$ cat config.mk
export PLATFORM = sky130hd
export DESIGN_NAME = lfsr_tick_gen_flat
export DESIGN_NICKNAME = d
export VERILOG_FILES = /design/src/rtl/lfsr_tick_gen_if.sv /design/src/rtl/lfsr_tick_gen.sv /design/src/flat_wrapper.sv
export SDC_FILE = /design/constraint.sdc
export NUM_CORES = 1
export LEC_CHECK = 0
export ABC_AREA = 1
export CAP_MARGIN = 30
export CORE_ASPECT_RATIO = 1.4
export CORE_MARGIN = 2
export CORE_UTILIZATION = 50
export CTS_CLUSTER_SIZE = 10
export DETAILED_ROUTE_END_ITERATION = 8
export PLACE_DENSITY = 0.82
export REMOVE_ABC_BUFFERS = 1
export SYNTH_ARGS = -nofsm -noshare
export SYNTH_HDL_FRONTEND = slang
export SYNTH_SLANG_ARGS = --single-unit
$ cat constraint.sdc
create_clock -name clk -period 2.07 [get_ports clk]
set_input_delay 0.5175 -clock clk [delete_from_list [all_inputs] [get_ports clk]]
set_output_delay 0.5175 -clock clk [all_outputs]
set_load 0.05 [all_outputs]
$ cat src/rtl/lfsr_tick_gen_if.sv
// -----------------------------------------------------------------------------
// lfsr_tick_gen_if
// Bundles the data/control signals of lfsr_tick_gen so the producer side
// (divider clock, register-interface controls) and the generator can be
// connected with one port.
//
// Signals:
//   div_clk      divided clock, asynchronous to the generator's clk
//   enable       1 = detected div_clk edges step the LFSR
//   seed_load    one-cycle strobe, loads seed into the state
//   seed         seed value, sampled with seed_load
//   taps         Galois feedback mask, sampled on every step
//   clear_lockup one-cycle strobe, clears the sticky lockup flag
//   lfsr_out     current LFSR state
//   bit_out      copy of lfsr_out[0]
//   step_valid   one-cycle pulse when a stepped state first appears
//   step_count   steps since reset / seed_load (wraps)
//   lockup       sticky: a zero state was replaced by DEFAULT_SEED
//   armed        debug view of the edge-detect arm state
//
// Modports: master drives the controls, slave is the generator.
// -----------------------------------------------------------------------------
interface lfsr_tick_gen_if #(
    parameter int WIDTH = 16
);
    logic             div_clk;
    logic             enable;
    logic             seed_load;
    logic [WIDTH-1:0] seed;
    logic [WIDTH-1:0] taps;
    logic             clear_lockup;
    logic [WIDTH-1:0] lfsr_out;
    logic             bit_out;
    logic             step_valid;
    logic [31:0]      step_count;
    logic             lockup;
    logic             armed;

    modport master (
        output div_clk, enable, seed_load, seed, taps, clear_lockup,
        input  lfsr_out, bit_out, step_valid, step_count, lockup, armed
    );

    modport slave (
        input  div_clk, enable, seed_load, seed, taps, clear_lockup,
        output lfsr_out, bit_out, step_valid, step_count, lockup, armed
    );
endinterface

$ cat src/rtl/lfsr_tick_gen.sv
// -----------------------------------------------------------------------------
// lfsr_tick_gen
// Synchronises the divider's output clock into clk, detects its rising edges
// and advances a Galois LFSR once per detected edge. Reports the state, its
// LSB, a step pulse, a step counter and a sticky lock-up flag.
//
// Ports:
//   clk    system clock
//   reset  asynchronous, active-high reset
//   bus    lfsr_tick_gen_if.slave (see the interface file for signals);
//          the interface instance must use the same WIDTH as this module
//
// Handshake: there is no back-pressure. A step is taken in the clk cycle where
// a synchronised div_clk rising edge is seen while armed and enable=1 and
// seed_load=0; step_valid is high for exactly that one cycle after the new
// state is registered. seed_load wins over a coincident tick, which is lost.
//
// Latency: a div_clk rise captured at clk edge N shows on lfsr_out and
// step_valid at edge N+SYNC_STAGES.
// -----------------------------------------------------------------------------
module lfsr_tick_gen #(
    parameter int               WIDTH        = 16,
    parameter logic [WIDTH-1:0] DEFAULT_SEED = WIDTH'(16'hACE1),
    parameter int               SYNC_STAGES  = 2
) (
    input  logic          clk,
    input  logic          reset,
    lfsr_tick_gen_if.slave bus
);

    // Edge detection stays off for SYNC_STAGES+1 cycles after reset so the
    // previous-sample flop has caught up with a div_clk that was already high.
    localparam int ARM_CYCLES = SYNC_STAGES + 1;
    localparam int CNT_W      = $clog2(ARM_CYCLES + 1);

    logic [SYNC_STAGES-1:0] r_sync;
    logic                   r_prev;
    logic [CNT_W-1:0]       r_arm_cnt;
    logic [WIDTH-1:0]       r_state;
    logic                   r_bit;
    logic                   r_step_valid;
    logic [31:0]            r_step_count;
    logic                   r_lockup;

    logic                   w_sync_out;
    logic                   w_armed;
    logic                   w_tick;
    logic [WIDTH-1:0]       w_shift;
    logic [WIDTH-1:0]       w_state_nxt;
    logic [31:0]            w_count_nxt;
    logic                   w_valid_nxt;
    logic                   w_lock_set;

    assign w_sync_out = r_sync[SYNC_STAGES-1];
    assign w_armed    = (r_arm_cnt == CNT_W'(ARM_CYCLES));
    assign w_tick     = w_sync_out & ~r_prev & w_armed;

    // Synchroniser, previous-sample flop and arm counter. r_prev always
    // follows the synchroniser, armed or not.
    always_ff @(posedge clk or posedge reset) begin
        if (reset) begin
            r_sync    <= '0;
            r_prev    <= 1'b0;
            r_arm_cnt <= '0;
        end else begin
            r_sync <= {r_sync[SYNC_STAGES-2:0], bus.div_clk};
            r_prev <= w_sync_out;
            if (!w_armed) begin
                r_arm_cnt <= r_arm_cnt + CNT_W'(1);
            end
        end
    end

    always_comb begin
        // Right-shift Galois step: feedback applied when the bit shifted out is 1.
        w_shift     = r_state[0] ? ((r_state >> 1) ^ bus.taps) : (r_state >> 1);
        w_state_nxt = r_state;
        w_count_nxt = r_step_count;
        w_valid_nxt = 1'b0;
        w_lock_set  = 1'b0;
        if (bus.seed_load) begin
            w_count_nxt = 32'd0;
            if (bus.seed == '0) begin
                w_state_nxt = DEFAULT_SEED;
                w_lock_set  = 1'b1;
            end else begin
                w_state_nxt = bus.seed;
            end
        end else if (w_tick && bus.enable) begin
            w_count_nxt = r_step_count + 32'd1;
            w_valid_nxt = 1'b1;
            // An all-zero state would never leave zero; substitute the seed.
            if (w_shift == '0) begin
                w_state_nxt = DEFAULT_SEED;
                w_lock_set  = 1'b1;
            end else begin
                w_state_nxt = w_shift;
            end
        end
    end

    always_ff @(posedge clk or posedge reset) begin
        if (reset) begin
            r_state      <= DEFAULT_SEED;
            r_bit        <= DEFAULT_SEED[0];
            r_step_valid <= 1'b0;
            r_step_count <= 32'd0;
            r_lockup     <= 1'b0;
        end else begin
            r_state      <= w_state_nxt;
            r_bit        <= w_state_nxt[0];
            r_step_valid <= w_valid_nxt;
            r_step_count <= w_count_nxt;
            // Setting wins over a same-cycle clear.
            if (w_lock_set) begin
                r_lockup <= 1'b1;
            end else if (bus.clear_lockup) begin
                r_lockup <= 1'b0;
            end
        end
    end

    assign bus.lfsr_out   = r_state;
    assign bus.bit_out    = r_bit;
    assign bus.step_valid = r_step_valid;
    assign bus.step_count = r_step_count;
    assign bus.lockup     = r_lockup;
    assign bus.armed      = w_armed;

endmodule

$ cat src/flat_wrapper.sv
// flat-port wrapper written by rule: the top's interface ports become plain ports
module lfsr_tick_gen_flat 
#(
    parameter int               WIDTH        = 16,
    parameter logic [WIDTH-1:0] DEFAULT_SEED = WIDTH'(16'hACE1),
    parameter int               SYNC_STAGES  = 2
)
  (clk, reset, bus_div_clk, bus_enable, bus_seed_load, bus_seed, bus_taps, bus_clear_lockup, bus_lfsr_out, bus_bit_out, bus_step_valid, bus_step_count, bus_lockup, bus_armed);
  lfsr_tick_gen_if #(.WIDTH(WIDTH)) bus_i ();
  input  logic clk;
  input  logic reset;
  input wire logic [$bits(bus_i.div_clk)-1:0] bus_div_clk;
  input wire logic [$bits(bus_i.enable)-1:0] bus_enable;
  input wire logic [$bits(bus_i.seed_load)-1:0] bus_seed_load;
  input wire logic [$bits(bus_i.seed)-1:0] bus_seed;
  input wire logic [$bits(bus_i.taps)-1:0] bus_taps;
  input wire logic [$bits(bus_i.clear_lockup)-1:0] bus_clear_lockup;
  output wire logic [$bits(bus_i.lfsr_out)-1:0] bus_lfsr_out;
  output wire logic [$bits(bus_i.bit_out)-1:0] bus_bit_out;
  output wire logic [$bits(bus_i.step_valid)-1:0] bus_step_valid;
  output wire logic [$bits(bus_i.step_count)-1:0] bus_step_count;
  output wire logic [$bits(bus_i.lockup)-1:0] bus_lockup;
  output wire logic [$bits(bus_i.armed)-1:0] bus_armed;
  assign bus_i.div_clk = bus_div_clk;
  assign bus_i.enable = bus_enable;
  assign bus_i.seed_load = bus_seed_load;
  assign bus_i.seed = bus_seed;
  assign bus_i.taps = bus_taps;
  assign bus_i.clear_lockup = bus_clear_lockup;
  assign bus_lfsr_out = bus_i.lfsr_out;
  assign bus_bit_out = bus_i.bit_out;
  assign bus_step_valid = bus_i.step_valid;
  assign bus_step_count = bus_i.step_count;
  assign bus_lockup = bus_i.lockup;
  assign bus_armed = bus_i.armed;
  lfsr_tick_gen #(.WIDTH(WIDTH), .DEFAULT_SEED(DEFAULT_SEED), .SYNC_STAGES(SYNC_STAGES)) u_core (.clk(clk), .reset(reset), .bus(bus_i));
endmodule
==> reports/results.ini, run 1 <==
[clock_network]
ctsHoldBuffers=0
ctsLongestPathBuffers=2
path_clk_slew_ps=110
clockRootBuffer=clkbuf_8
htree_num_levels=2
clock_sinks=55
cts_buffers=5
cts_tree=yes
clkLatencyLatePin_ps=330

[power_and_ir_drop]
power_switching_share=0.2991
power_density_nw_per_um2=555.4
intPower_mw=1.818
p_leak_nw=2.173
clockPowerShare=0.335
p_seq_frac=0.455
vdd_ir_drop_max_mv=0.3544
p_sw_uw=775.8
comb_power_share=0.210

[floorplan]
die_y_um=103.8
start_util=0.5126
coreArea_um2=6937
die_w_um=75.28
rows=36
die_area_um2=7812
ioPinCount=90

[grt]
grt_pass1_wl_mm=16.79
grt_pass1_vias=3801
grt_max_degree=34
grtUsageTotal=0.2694
antenna_found_initial=0
grt_overflow=0

[placement]
dp_hpwl_mm=7.520
place_area_um2=4519
globalplace.congestion=0.8662
io_buffers=89

[worst_setup_path]
cp_num_buf_inv=2
rr_worst_depth=8
path_class=register to output port
crit_path_end_kind=output port
reg2reg_slack_ps=150
cp_max_fo=33
crit_start=u_core.bus.bit_out$_DFFE_PP1P_
crit_slowest_cell=dfstp_4
cp-start-kind=register
cp_cell_sequence=buf_4 -> buf_12
regToRegEndpoint=u_core.bus.bit_out$_DFFE_PP1P_
worstPathRequired_ps=1550
path_delay_family=flip-flops
cp_data_arrival_time_ps=1490
cp_slowest_stage_delay_ps=830
reg2reg_from=u_core.r_arm_cnt[0]$_DFFE_PP0P_

[yosys]
synth_area_um2=3556
syn_inst=534
synth_edf_count=0
yosysWarnings=0
async_reset_ff_frac=1.000
avgSynthCellArea_um2=6.659
yosysSeqAreaShare=0.3899
ys_ff_latch=55
synth_cell_types=33
ys.flop_type=dfrtp_1

[worst_hold_path]
whs_path_depth=0
holdPathEnd=u_core.r_sync[1]$_DFF_PP0_
hold_class=register to register
hold_start=u_core.r_sync[0]$_DFF_PP0_

[sta]
rsz0062_at_grt=no
clock_skew_ps=13.91
fmax_mhz=499.0
hold_viol=0
report.final.slew_viol_count=0
slew_headroom=0.3734
tns_ps=0
post-route-min-period_ps=2004
finalCritPeriodShare=0.9680
worstMarginPinSlew_ps=936.5
setup_viol=0

[route]
drt_pre_antenna_iters=5
vias_per_cell=5.253
post-route-drc-count=0
drt_iter0_markers=218
antenna_left=0
routed_wl_mm=9.740
wl_per_cell_um=13.40
vias=3819

[final_layout]
drive_above_1_share=0.1598
final_util=0.6732
layout_commonest_cell=nand2_1
n_antenna_cell=0
final_cell_mix=187 x nand2_1, 80 x nor2_1, 63 x inv_1
area_growth_pct=31.32
design_area_um2=4669
final_nets=671

[outcome]
status=finished, final reports clean

[run]
cap_violations=0

[power groups by stage]
stage               clock [mW]  combinational (mW)  sequential [mW]
finish                   0.870               0.545             1.18
global route             0.916               0.592             1.19
CTS                      0.884               0.549             1.18
detailed placement           0               0.549             1.20
global placement             0               0.535             1.20
floorplan                    0               0.181             1.32
[synthesized netlist by cell type (all sizes together) (3+ instances only)]
master  count  area share
nand2     190        0.20
nor2       89        0.11
inv        68       0.072
dfrtp      47        0.33
nand3      47       0.074
o21ai      18       0.025
nand4      15       0.031
a21oi      14       0.020
buf        11       0.021
dfstp       8       0.059
o221ai      7       0.017
nor3        6      0.0099
a211oi      3      0.0063
[per-layer routing]
layer,vias up,wire (um),track usage
met1,1776,3786,0.3135
met2,128,5223,0.4781
li1,1889,-,-
met4,0,289,0.1003
met5,-,0,0
met3,26,441,0.04377
[kinds of logic after synthesis]
logic type	count (synthesis)	synth area share
flops	55	0.3899
simple gates	348	0.4251
compound gates	46	0.07706
xor+xnor	1	0.002464
mux	1	0.003167
buf+inv	81	0.09535
fa+ha+maj	2	0.007036
[stage by stage]
| stage | setup WS, ps | total power [mW] | cells | hold slack [ps] |
|---|---|---|---|---|
| after global placement | -105.8 | 1.731 | 719 | 338.2 |
| final | 66.17 | 2.594 | 727 | 364.2 |
| after detailed placement | -165.4 | 1.745 | 719 | 341.0 |
| after CTS | 8.060 | 2.612 | 727 | 366.8 |
| after global routing | 9.032 | 2.695 | 727 | 379.2 |
| after floorplan | 37.05 | 1.499 | 521 | 331.2 |
[what timing repair did]
action                                  in CTS  in global routing
buffers inserted                             0                  0
endpoints found under the setup margin       2                  4
resized for setup                            1                  4
[worst max path at each step]
stage / depth (start not counted) / to
finish: 2 / bus_bit_out
global route: 2 / bus_bit_out
floorplan: 6 / u_core.bus.lfsr_out[11]$_DFFE_PP1P_
CTS: 1 / bus_lfsr_out[8]
global placement: 8 / u_core.bus.bit_out$_DFFE_PP1P_
detailed placement: 8 / u_core.bus.bit_out$_DFFE_PP1P_
[cell type report]
class,count,area [um2]
Inverter,68,255.2
Clock buffer,5,68.82
Sequential cell,55,1390
Clock inverter,3,67.56
Tap cell,95,118.9
Timing Repair Buffer,103,938.4
Multi-Input combinational cell,398,1831
Fill cell,623,2267
[registers in the layout, indices dropped and copies added (netlist names)]
register               cells
u_core.bus.step_valid      1
u_core.bus.step_count     32
u_core.r_prev              1
u_core.r_sync              2
u_core.r_arm_cnt           2
u_core.bus.lfsr_out       15
u_core.bus.lockup          1
u_core.bus.bit_out         1
(Power assumes the default switching activity.)
==> run 2: changes to the inputs <==
CTS_CLUSTER_DIAMETER = 100   (was not set)
==> results of run 2 <==
Final layout, timing and power as in run 1 (identical DEF).
==> run 3: changes to the inputs <==
CTS_CLUSTER_SIZE = 16   (was 10)
REMOVE_ABC_BUFFERS = not set   (was 1)
==> run 3 against run 2 <==
- clock power fell by 30%
- cell count down 0.14%
- critical endpoint is now bus_lfsr_out[9]
- clock skew shrank 8.7 ps
- clock-buffer cell count increased by 1
- sequential share of layout area up 0.16 points
- largest power group unchanged
- register-to-register slack better by 110 ps
- sequential power is essentially flat
- highest routed layer unchanged
- critical path depth down 1
- non-clock buffer count shrank 1
==> reports/results.ini, run 3 (synthesis gave the netlist of run 1 again) <==
[route]
post-route-drc-count=0  ; unchanged
vias=3796  ; was 3819
wl_per_cell_um=13.62  ; was 13.40 um
drt_iter0_markers=252  ; was 218
drt_pre_antenna_iters=5  ; unchanged
routed_wl_mm=9.886  ; was 9.740 mm
vias_per_cell=5.229  ; was 5.253
antenna_left=0  ; unchanged

[final_layout]
final_nets=670  ; was 671
n_antenna_cell=0  ; unchanged
area_growth_pct=30.26  ; was 31.32%
drive_above_1_share=0.1537  ; was 0.1598
n_fill_cell=664  ; was 623
largest_reg_flops=32  ; unchanged
layout_commonest_cell=nand2_1  ; unchanged
final_util=0.6677  ; was 0.6732
final_cell_mix=187 x nand2_1, 80 x nor2_1, 63 x inv_1  ; unchanged

[placement]
io_buffers=89  ; unchanged
dp_hpwl_mm=7.654  ; was 7.520 mm
globalplace.congestion=0.9479  ; was 0.8662

[worst_setup_path]
path_class=register to output port  ; unchanged
path_delay_family=buffers and inverters  ; was flip-flops
crit_slowest_cell=clkdlybuf4s50_1  ; was dfstp_4
reg2reg_from=u_core.bus.step_count[0]$_DFFE_PP0P_  ; was u_core.r_arm_cnt[0]$_DFFE_PP0P_
cp_max_fo=3  ; was 33
cp_num_buf_inv=1  ; was 2
cp_cell_sequence=clkdlybuf4s50_1  ; was buf_4 -> buf_12
cp_data_arrival_time_ps=1500  ; was 1490 ps
crit_path_end_kind=output port  ; unchanged
cp-start-kind=register  ; unchanged
worstPathRequired_ps=1550  ; about the same
crit_start=u_core.bus.lfsr_out[9]$_DFFE_PP0P_  ; was u_core.bus.bit_out$_DFFE_PP1P_
cp_slowest_stage_delay_ps=810  ; was 830 ps

[sta]
clock_skew_ps=5.245  ; was 13.91 ps
holdWs_ps=368.5  ; was 364.2 ps
hold_viol=0  ; unchanged
report.final.slew_viol_count=0  ; unchanged
slew_headroom=0.6655  ; was 0.3734
setup_viol=0  ; unchanged
rsz0062_at_grt=no  ; unchanged
finalCritPeriodShare=0.9739  ; was 0.9680
tns_ps=0  ; unchanged
worstMarginPinSlew_ps=500.2  ; was 936.5 ps
fmax_mhz=496.1  ; was 499.0 MHz
post-route-min-period_ps=2016  ; was 2004 ps

[grt]
grt_overflow=0  ; unchanged
grt_pass1_wl_mm=16.89  ; was 16.79 mm
grt_pass1_vias=3815  ; was 3801
antenna_found_initial=0  ; unchanged
grt_max_degree=25  ; was 34
grtUsageTotal=0.2720  ; was 0.2694

[outcome]
status=finished, final reports clean  ; unchanged

[yosys]
syn_nets=574

[worst_hold_path]
hold_class=register to register  ; unchanged
hold_start=u_core.r_sync[0]$_DFF_PP0_  ; unchanged

[run]
cap_violations=0  ; unchanged

[power_and_ir_drop]
p_seq_frac=0.497  ; was 0.455
clockPowerShare=0.260  ; was 0.335
comb_power_share=0.243  ; was 0.210
power_switching_share=0.3238  ; was 0.2991
power_density_nw_per_um2=503.7  ; was 555.4 nW/um2
p_sw_uw=755.4  ; was 775.8 uW
p_leak_nw=2.124  ; was 2.173 nW
intPower_mw=1.578  ; was 1.818 mW
vdd_ir_drop_max_mv=0.3032  ; was 0.3544 mV

[clock_network]
ctsHoldBuffers=0  ; unchanged
clock_sinks=55  ; unchanged
htree_num_levels=2  ; unchanged
cts_tree=yes  ; unchanged
clockRootBuffer=clkbuf_8  ; unchanged
path_clk_slew_ps=100  ; was 110 ps
ctsLongestPathBuffers=2  ; unchanged
cts_buffers=5  ; unchanged
clkLatencyLatePin_ps=310  ; was 330 ps

[floorplan]
start_util=0.5126  ; unchanged
rows=36  ; unchanged
die_area_um2=7812  ; unchanged
coreArea_um2=6937  ; unchanged
ioPinCount=90  ; unchanged
die_w_um=75.28  ; unchanged
die_y_um=103.8  ; unchanged

[run 3: power groups by stage]
| stage | registers (mW) | logic, mW | clock network, mW |
|---|---|---|---|
| global placement | 1.18 | 0.561 | 0 |
| finish | 1.16 | 0.568 | 0.607 |
| floorplan | 1.30 | 0.222 | 0 |
| CTS | 1.16 | 0.571 | 0.624 |
| detailed placement | 1.18 | 0.570 | 0 |
| global route | 1.17 | 0.619 | 0.663 |
[run 3: path summary, 6_finish.rpt]
check / to / slack, ps / depth (start not counted)
worst max-delay path: bus_lfsr_out[9] / 50 / 1
worst min-delay path: u_core.r_sync[1]$_DFF_PP0_ / 370 / 0
worst max register to register: u_core.bus.step_count[30]$_DFFE_PP0P_ / 260 / 9
worst min register to register: u_core.r_sync[1]$_DFF_PP0_ / 370 / 0
max in group asynchronous: u_core.bus.step_count[5]$_DFFE_PP0P_ / 980 / 3
min in group asynchronous: u_core.bus.step_valid$_DFF_PP0_ / 500 / 2
[run 3: timing repair]
action	4_1_cts	5_1_grt
setup buffers	0	0
resized for setup	0	2
setup endpoints to repair	0	2
[run 3: cell type report]
type,count,area (um2),share of cell area
Sequential cell,55,1386,0.2993
Multi-Input combinational cell,398,1831,0.3952
Clock buffer,6,72.57,0.01567
Clock inverter,2,12.51,0.002701
Tap cell,95,118.9,0.02566
Timing Repair Buffer,102,955.9,0.2064
Inverter,68,255.2,0.05511
[run 3: metal layers]
metal | GRT usage | routed length, um | vias to the layer above | share of wire
met4 | 0.1090 | 252 | 0 | 0.025
li1 | - | - | 1879 | -
met5 | 0 | 0 | - | 0
met3 | 0.04377 | 578 | 22 | 0.058
met2 | 0.4693 | 5163 | 139 | 0.52
met1 | 0.3260 | 3891 | 1756 | 0.39
[run 3: worst reg2reg max path, cell delays in order (launching register included)]
cell and delay [ps]:
dfrtp_1 500, ha_1 240, nand2_1 100, nor2_1 380, nand3_1 120, nor2_1 130, nand2_1 90, nand2_1 70
nand2_1 40, nor2_1 90
[run 3: per-stage QoR]
step | power, mW | area, um2 | worst slack [ps] | cells
finish | 2.333 | 4632 | 54.09 | 726
detailed placement | 1.748 | 4542 | 69.37 | 718
CTS | 2.353 | 4627 | 10.41 | 726
floorplan | 1.522 | 3556 | 218.3 | 534
global placement | 1.739 | 4542 | 102.3 | 718
global route | 2.448 | 4632 | 9.704 | 726
